<file path="config.mk">
export PLATFORM = sky130hd
export DESIGN_NAME = xor_parity_frame
export DESIGN_NICKNAME = d
export VERILOG_FILES = /design/src/rtl/xor_parity_frame_pkg.sv /design/src/rtl/xor_parity_frame_xor_reduce.sv /design/src/rtl/xor_parity_frame.sv
export SDC_FILE = /design/constraint.sdc
export NUM_CORES = 1
export LEC_CHECK = 0
export ABC_AREA = 1
export CELL_PAD_IN_SITES_DETAIL_PLACEMENT = 1
export CELL_PAD_IN_SITES_GLOBAL_PLACEMENT = 1
export CORE_ASPECT_RATIO = 0.9
export CORE_MARGIN = 4
export CORE_UTILIZATION = 33
export DETAILED_ROUTE_END_ITERATION = 16
export PLACE_DENSITY = 0.79
export SYNTH_ARGS = -nofsm -noshare
export SYNTH_HDL_FRONTEND = slang
export SYNTH_SLANG_ARGS = --single-unit
</file>
<file path="constraint.sdc">
create_clock -name clk -period 2.4 [get_ports clk]
set_input_delay 0.24 -clock clk [delete_from_list [all_inputs] [get_ports clk]]
set_output_delay 0.24 -clock clk [all_outputs]
set_load 0.01 [all_outputs]
</file>
<file path="src/rtl/xor_parity_frame_pkg.sv">
// Shared types, constants and the parity reduction helper for the streaming
// parity generator/checker.
package xor_parity_frame_pkg;

   typedef enum logic [1:0] {
      ST_IDLE   = 2'd0,
      ST_ACCUM  = 2'd1,
      ST_RESULT = 2'd2
   } state_t;

   localparam logic MODE_GEN = 1'b0;
   localparam logic MODE_CHK = 1'b1;

   // Widest beat the reduction helper handles; narrower beats are zero-extended,
   // which does not change the XOR result.
   localparam int XR_MAX_W = 256;

   // XOR of the low w bits of v.
   function automatic logic xor_reduce_w(input logic [XR_MAX_W-1:0] v, input int w);
      logic r;
      r = 1'b0;
      for (int i = 0; i < XR_MAX_W; i++) begin
         if (i < w) r = r ^ v[i];
      end
      return r;
   endfunction

endpackage

</file>
<file path="src/rtl/xor_parity_frame_xor_reduce.sv">
// Combinational XOR reduction of one WIDTH-bit beat (WIDTH up to XR_MAX_W).
module xor_parity_frame_xor_reduce
   import xor_parity_frame_pkg::*;
#(
   parameter int WIDTH = 8
) (
   input  logic [WIDTH-1:0] data,
   output logic             par
);

   logic [XR_MAX_W-1:0] ext;

   // Zero-extend the beat and fold it down to a single parity bit.
   always_comb begin
      ext              = '0;
      ext[WIDTH-1:0]   = data;
      par              = xor_reduce_w(ext, WIDTH);
   end

endmodule

</file>
<file path="src/rtl/xor_parity_frame.sv">
// Streaming frame parity generator/checker: accumulates per-beat parity over a
// frame closed by in_last (or forced closed at MAX_LEN beats) and presents one
// held result per frame.
module xor_parity_frame
   import xor_parity_frame_pkg::*;
#(
   parameter int   WIDTH      = 8,
   parameter int   MAX_LEN    = 16,
   parameter logic ODD_PARITY = 1'b0,
   localparam int  LW         = $clog2(MAX_LEN + 1)
) (
   input  logic             clk,
   input  logic             rst_n,
   input  logic             mode,
   input  logic             in_valid,
   output logic             in_ready,
   input  logic [WIDTH-1:0] in_data,
   input  logic             in_last,
   input  logic             in_par,
   output logic             out_valid,
   input  logic             out_ready,
   output logic             out_par,
   output logic             out_err,
   output logic             out_len_err,
   output logic [LW-1:0]    out_len
);

   state_t          state_reg, state_next;
   logic            acc_reg;
   logic [LW-1:0]   cnt_reg;
   logic            mode_reg;
   logic            par_reg;
   logic            len_err_reg;

   logic            word_par;
   logic            accept;
   logic [LW-1:0]   cnt_next;
   logic            close;
   logic            frame_par;
   logic            in_result;

   xor_parity_frame_xor_reduce #(
      .WIDTH (WIDTH)
   ) u_xor_reduce (
      .data (in_data),
      .par  (word_par)
   );

   // Beat accounting: the first beat of a frame restarts the count at one.
   always_comb begin
      accept   = in_valid & in_ready;
      cnt_next = (state_reg == ST_IDLE) ? LW'(1) : cnt_reg + LW'(1);
      close    = in_last | (cnt_next == LW'(MAX_LEN));
   end

   // State register; reset discards any frame in progress or pending result.
   always_ff @(posedge clk or negedge rst_n) begin
      if (!rst_n) state_reg <= ST_IDLE;
      else        state_reg <= state_next;
   end

   // Next-state: close on in_last or the MAX_LEN-th beat, drain on out_ready.
   always_comb begin
      state_next = state_reg;
      case (state_reg)
         ST_IDLE, ST_ACCUM: begin
            if (accept) state_next = close ? ST_RESULT : ST_ACCUM;
         end
         ST_RESULT: begin
            if (out_ready) state_next = ST_IDLE;
         end
         default: state_next = ST_IDLE;
      endcase
   end

   // Frame datapath: parity accumulator, beat count and sampled mode/parity.
   always_ff @(posedge clk or negedge rst_n) begin
      if (!rst_n) begin
         acc_reg     <= 1'b0;
         cnt_reg     <= '0;
         mode_reg    <= MODE_GEN;
         par_reg     <= 1'b0;
         len_err_reg <= 1'b0;
      end else if (accept) begin
         if (state_reg == ST_IDLE) begin
            acc_reg  <= word_par;
            mode_reg <= mode;
         end else begin
            acc_reg  <= acc_reg ^ word_par;
         end
         cnt_reg <= cnt_next;
         if (close) begin
            par_reg     <= in_par;
            // Closing without in_last can only mean the length limit was hit.
            len_err_reg <= ~in_last;
         end
      end
   end

   // Outputs are decoded from registers only and forced to zero outside RESULT.
   always_comb begin
      in_result   = (state_reg == ST_RESULT);
      frame_par   = acc_reg ^ ODD_PARITY;
      in_ready    = rst_n & ~in_result;
      out_valid   = in_result;
      out_par     = in_result & frame_par;
      out_err     = in_result & (mode_reg == MODE_CHK) & ~len_err_reg & (frame_par != par_reg);
      out_len_err = in_result & len_err_reg;
      out_len     = in_result ? cnt_reg : '0;
   end

endmodule

</file>
==> results.md, run 1 <==
- Largest area contributor in the netlist: dfrtp_1
- Max FFs per register: 5
- Slew Viols, Final: 0
- Largest net degree at the start of global routing: 12
- Antenna Violating Nets Remaining: 0
- CTS H-tree lvls: 1
- Min-Delay Path Class: primary input to asynchronous set/reset pin
- Dpl hpwl: around 1.8 mm
- Top FF cell, synth: dfrtp_1
- DIE AREA: 0.00324 mm^2
- Worst IR drop on VDD: 0.000325 V
- Die W: 59.5 um
- N_diodes: 0
- Total grt overflow: 0
- Register-to-register setup slack: 0.86 ns
- Worst setup EP type: primary output
- Post-synth top area share: 0.349
- CORE AREA: 0.00222 mm^2
- Fmax: between 0.4 and 0.5 GHz
- CP max FO: 9
- Net count after synthesis: about 140
- Layout Skew: 0.00727 ns
- Count of hold-fix buffers inserted at cts: 0
- Setup violators final: 0
- Async set or reset register ratio after synthesis: 1.00
- Die height: 54.4 um
- Crit path launch type: flip-flop
- First-pass GRT wire length: between 3 and 4 mm
- Top-level I/O count: 25
- RSZ-0062 raised after global routing: false
- FP Rows: 16
- Routed wire length: 2.12 mm
- Fin crit period: between 2 and 2.5 ns
- Slew @ Worst Pin: approximately 0.38 ns
- Buffer count from post-CTS setup fixing: 0
- Antenna violations before repair: 0
- 1st-pass router iterations: 4
- Post-synth EDFFs: 0
- Critical path type: flip-flop to primary output
- Post-Syn Instances: 119
- DRC viols: 0
- First DRT Iteration DRCs: 18
- Final TNS setup: 0 ns
- Critical Path AT: between 1.5 and 2 ns
- Sequential share of the synthesized area: 0.349
- Num CTS Buffers: 3
- Top cells by area, synth: dfrtp_1 (35%), nand2_1 (15%), inv_1 (9.5%)
- Leakage: 0.548 nW
- CTS Buffer Depth: 2
- MaxCap Viol Count: 0
- PnR worst setup slack: between 0.2 and 0.3 ns
- Vias/cell: 4.67
- Final Hold Viols: 0
- Routed len/inst: 12.2 um
- CTS tree: built
- Final net count: 164
- # clock sinks: 11
- Yosys warnings: 0
- CTS resizes: 0
- Area delta synth->final: 38.4%
- Root buf cell: clkbuf_4
- GPL Wtd Cong: 0.831
- Vias in the first global route: 888
- R2R depth: 7
- Starting density of the core: 0.355
- Worst EP required: 2.16 ns
- Register bit total from synthesis: 11
- Final Cycle Share: 0.880
- Status: completed
- Layout cell share with drive strength beyond 1: 0.0952
- Gr usage total: 0.156
- Rel. slew slack: 0.749
- Clock Pin Slew Worst Setup and Hold Paths: 0.08 ns
- Place WS: around 0.55 ns
- Cell area after synthesis: 788 um^2
- # port buffers: 24
- DR vias: 813
- P per Cell Area: ~650 mW/mm^2
- Latest clock arrival within the worst-skew pair: 0.27 ns
- Post-Syn Area per Cell: 6.62 um^2
- Distinct cells, synth: 21
-- metrics by stage --
step | cell area, um^2 | std cells | utilization | total power [mW] | hold WS, ns
after floorplan | 788 | 119 | - | 0.474 | -0.0556
final | 1090 | 174 | 0.491 | 0.706 | 0.365
after detailed placement | 1060 | 170 | 0.479 | 0.581 | 0.514
after CTS | 1090 | 174 | 0.491 | 0.713 | 0.366
after global placement | 1060 | 170 | 0.479 | 0.568 | 0.499
after global routing | 1090 | 174 | 0.491 | 0.771 | 0.367
-- per-layer routing --
| layer | vias to the layer above | share of wire | global-route usage |
|---|---|---|---|
| met2 | 14 | 0.48 | 0.258 |
| met1 | 376 | 0.47 | 0.213 |
| met3 | 0 | 0.051 | 0.0283 |
| met5 | - | 0 | 0 |
| li1 | 423 | - | - |
| met4 | 0 | 0 | 0.0332 |
-- synthesized netlist by cell type (2+ instances only) --
cell and instances:
nand3_1 9, nand4_1 4, dfrtp_1 11, o22ai_1 3, o21ai_0 2, inv_1 20
a21oi_1 2, nor2_1 17, inv_2 4, xor2_1 2, nand2_1 32, nor2_2 2
xnor2_1 3
-- critical path, cell delays in order (launching register included) --
cell and delay (ns):
dfrtp_1 0.38, inv_2 0.07, nor2_2 0.22, inv_2 0.14, nor4_1 0.23, clkdlybuf4s50_1 0.57
-- path summary, 6_finish.rpt --
kind | from | endpoint
hold / removal | rst_n | acc_reg
min in group clk | in_par | par_reg
setup reg to reg | cnt_reg[0] | par_reg
max in group asynchronous | rst_n | len_err_reg
hold reg to reg | state_reg[0] | state_reg[0]
setup / recovery | state_reg[1] | out_err
-- cells in the final DEF (no fill, tap or decap), types with 2 or more instances in the layout --
cell type,instances
clkbuf_4,3
nand2_1,32
clkdlybuf4s50_1,24
o21ai_0,2
nor2_1,17
o22ai_1,3
inv_1,20
inv_2,4
xnor2_1,3
nor2_2,2
nand4_1,4
nand3_1,9
dfrtp_1,11
xor2_1,2
a21oi_1,2
-- logic make-up after synthesis --
family | after synthesis | share of synthesized area
AO/OA/AOI/OAI | 7 | 0.0492
XOR/XNOR | 5 | 0.0556
adder cells (fa/ha/maj) | 1 | 0.0159
buffers and inverters | 25 | 0.121
flip-flops | 11 | 0.349
AND/OR/NAND/NOR | 70 | 0.410
-- area by class of cell --
| type | count | area, um^2 |
|---|---|---|
| clock buffer | 4 | 26.3 |
| fill | 302 | 1130 |
| inverter | 24 | 90.1 |
| multi-input combinational | 83 | 418 |
| sequential | 11 | 275 |
| tap | 27 | 33.8 |
| timing repair buffer | 25 | 248 |
-- where the power goes --
part | leakage (nW) | switching (mW) | internal [mW]
logic | 0.393 | 0.166 | 0.126
clock network | 0.0150 | 0.0648 | 0.0642
registers | 0.140 | 0.0532 | 0.232
(Power assumes the default switching activity.)
==> inputs of run 2 (changes only) <==
Settings changed: ABC_AREA 1 to 0, CORE_UTILIZATION 33 to 34, PLACE_DENSITY 0.79 to 0.77, SKIP_CTS_REPAIR_TIMING set to 1.
==> results.md, run 2 <==
- First DRT Iteration DRCs: 4 (-14)
- Largest area contributor in the netlist: dfrtp_1
- 1st-pass router iterations: 3 (-1)
- Crit path launch type: flip-flop
- First-pass GRT wire length: 2.91 mm (-25%)
- Layout Skew: 0.000694 ns (-0.00657 ns)
- Commonest non-fill, non-tap cell in the layout: clkdlybuf4s50_1
- Cell area after synthesis: 704 um^2 (-11%)
- CTS H-tree lvls: 1 (unchanged)
- Top FF cell, synth: dfrtp_1
- Final Hold Viols: 0 (unchanged)
- CTS Buffer Depth: 2 (unchanged)
- # clock sinks: 11 (unchanged)
- DRC viols: 0 (unchanged)
- Distinct cells, synth: 32 (+52%)
- Dpl hpwl: 1.41 mm (-21%)
- GPL Wtd Cong: 0.742 (-11%)
- Max FFs per register: 5 (unchanged)
- N_diodes: 0 (unchanged)
- Leading cell types in the layout, fill and taps excluded: clkdlybuf4s50_1 (24), dfrtp_1 (11), xnor2_1 (8), o21ai_0 (8), and2_1 (7)
- Register bit total from synthesis: 11 (unchanged)
- DR vias: 626 (-23%)
- Worst setup EP type: primary output
- Status: completed
- CP max FO: 8 (-1)
- Worst EP required: 2.16 ns (about the same)
- Top cells by area, synth: dfrtp_1 (39%), xnor2_1 (9.9%), and2_1 (6.2%)
- Starting density of the core: 0.361 (+0.00617)
- Setup violators final: 0 (unchanged)
- Layout cell share with drive strength beyond 1: 0.119 (+0.0236)
- Post-synth EDFFs: 0 (unchanged)
- Worst Setup SP: state_reg[0]
- Post-synth top area share: 0.391 (+0.0416)
- MaxCap Viol Count: 0 (unchanged)
- Cell Count, Final, Fillers Out: 126 (-28%)
- Most numerous cell in the Yosys netlist: dfrtp_1
- Final Cycle Share: 0.874 (-0.00670)
- Yosys warnings: 0 (unchanged)
- CORE AREA: 0.00195 mm^2 (-12%)
- Net count after synthesis: 89 (-34%)
- RSZ-0062 raised after global routing: false
- Vias/cell: 4.97 (+6.3%)
- Metal-1 WL: 748 um (-25%)
- P per Cell Area: 688 mW/mm^2 (+6.2%)
- DR top layer: met4
- Slew Viols, Final: 0 (unchanged)
- Antenna violations before repair: 0 (unchanged)
- Worst IR drop on VDD: 0.000462 V (+42%)
- Slew @ Worst Pin: 0.423 ns (+0.0472 ns)
- Vias in the first global route: 616 (-31%)
- Util after Layout: 0.513 (+0.0225)
- Sequential share of the synthesized area: 0.391 (+0.0416)
- Fill count: 234 (-23%)
- Routed wire length: 1.77 mm (-16%)
- FP Rows: 15 (-1)
- DIE AREA: 0.00287 mm^2 (-11%)
- Final net count: 118 (-28%)
- Register-to-register setup slack: 0.52 ns (-0.34 ns)
- Fin crit period: 2.10 ns (-0.0161 ns)
- Met2 WL post-DR: 892 um (-12%)
- Post-Syn Instances: 73 (-39%)
- Clk pwr share: 0.196 (+0.013)
- Routed len/inst: 14.1 um (+15%)
- Metal3 WL: 112 um (+2.8%)
- Final TNS setup: 0 ns (unchanged)
- Gr usage total: 0.135 (-0.0206)
- Fmax: 0.477 GHz (+0.77%)
- Top-level I/O count: 25 (unchanged)
- Sw Ratio: 0.369 (-0.0330)
- Min-Delay Path Class: primary input to asynchronous set/reset pin
- Num CTS Buffers: 3 (unchanged)
- Leakage: 0.391 nW (-29%)
- Critical Path AT: 1.86 ns (about the same)
- Latest clock arrival within the worst-skew pair: 0.28 ns (about the same)
- Placed cell count: 122 (-28%)
- Area delta synth->final: 42.3%
- Critical path type: flip-flop to primary output
- Sw power: 255 uW (-10%)
- # port buffers: 24 (unchanged)
- R2R Path Start: cnt_reg[1]
- Antenna Violating Nets Remaining: 0 (unchanged)
- Total internal power: 435 uW (+3.0%)
- Root buf cell: clkbuf_4
- Die height: 51.2 um (-5.9%)
- Largest net degree at the start of global routing: 14 (+2)
- Clock Pin Slew Worst Setup and Hold Paths: 0.07 ns (about the same)
- Total grt overflow: 0 (unchanged)
- Die W: 56.0 um (-5.9%)
- Async set or reset register ratio after synthesis: 1.00 (unchanged)
- CTS tree: built
- Post-Syn Area per Cell: 9.65 um^2 (+46%)
- R2R depth: 6 (-1)
- Most common library cells after synthesis: dfrtp_1 (11), o21ai_0 (8), xnor2_1 (8)
- FF-to-FF End: par_reg
- Rel. slew slack: 0.717 (-0.0314)
- Comb power frac: 0.385 (-0.029)
- Seq pwr share: 0.419 (+0.015)
[run 2: power by group through the flow]
stage	logic (mW)	registers [mW]	clock network, mW
after floorplan	0.197	0.270	0
after global placement	0.256	0.288	0
after detailed placement	0.269	0.292	0
after CTS	0.270	0.288	0.142
after global routing	0.298	0.301	0.151
final	0.266	0.289	0.135
[run 2: cells by family (layout without fill, tap and decap cells)]
logic type               Yosys count  count (layout)  share of synthesized area
AND/OR/NAND/NOR                   29              29                      0.258
XOR/XNOR                          10              10                      0.124
buffers and inverters              3              31                     0.0266
flip-flops                        11              11                      0.391
adder cells (fa/ha/maj)            1               1                     0.0178
AO/OA/AOI/OAI                     17              17                      0.146
multiplexers                       2               2                     0.0373
[run 2: metal layers]
| layer | vias up | track usage |
|---|---|---|
| met4 | 0 | 0.0474 |
| met1 | 291 | 0.155 |
| met5 | - | 0 |
| met3 | 2 | 0.0404 |
| met2 | 20 | 0.239 |
| li1 | 313 | - |
[run 2: worst max-delay path by stage]
stage | endpoint | slack (ns) | depth (start not counted)
finish | out_len[2] | 0.30 | 4
global route | out_len[0] | 0.19 | 4
CTS | out_len[2] | 0.28 | 4
detailed placement | par_reg | 0.53 | 6
global placement | state_reg[0] | 0.55 | 4
floorplan | par_reg | 0.71 | 5
[run 2: cell type report]
cell class                 instances  area [um^2]  area share
inverter                           1         3.75     0.00375
multi-input combinational         59          410       0.409
clock buffer                       4         26.3      0.0262
sequential                        11          275       0.275
tap                               25         31.3      0.0312
timing repair buffer              26          255       0.255
[run 2: critical path, stage by stage (launching register included)]
cell and delay (ns):
dfrtp_1 0.42, nand2b_1 0.24, inv_1 0.22, and2_2 0.17, clkdlybuf4s50_1 0.52
[run 2: per-stage QoR]
step / total power [mW] / instance area [um^2] / setup WS (ns) / hold WS, ns
2_1_floorplan: 0.467 / 704 / 0.710 / -0.0556
3_3_place_gp: 0.544 / 976 / 0.546 / 0.477
3_5_place_dp: 0.561 / 976 / 0.531 / 0.483
4_1_cts: 0.700 / 1000 / 0.278 / 0.182
5_1_grt: 0.750 / 1000 / 0.190 / 0.176
6_report: 0.689 / 1000 / 0.303 / 0.191
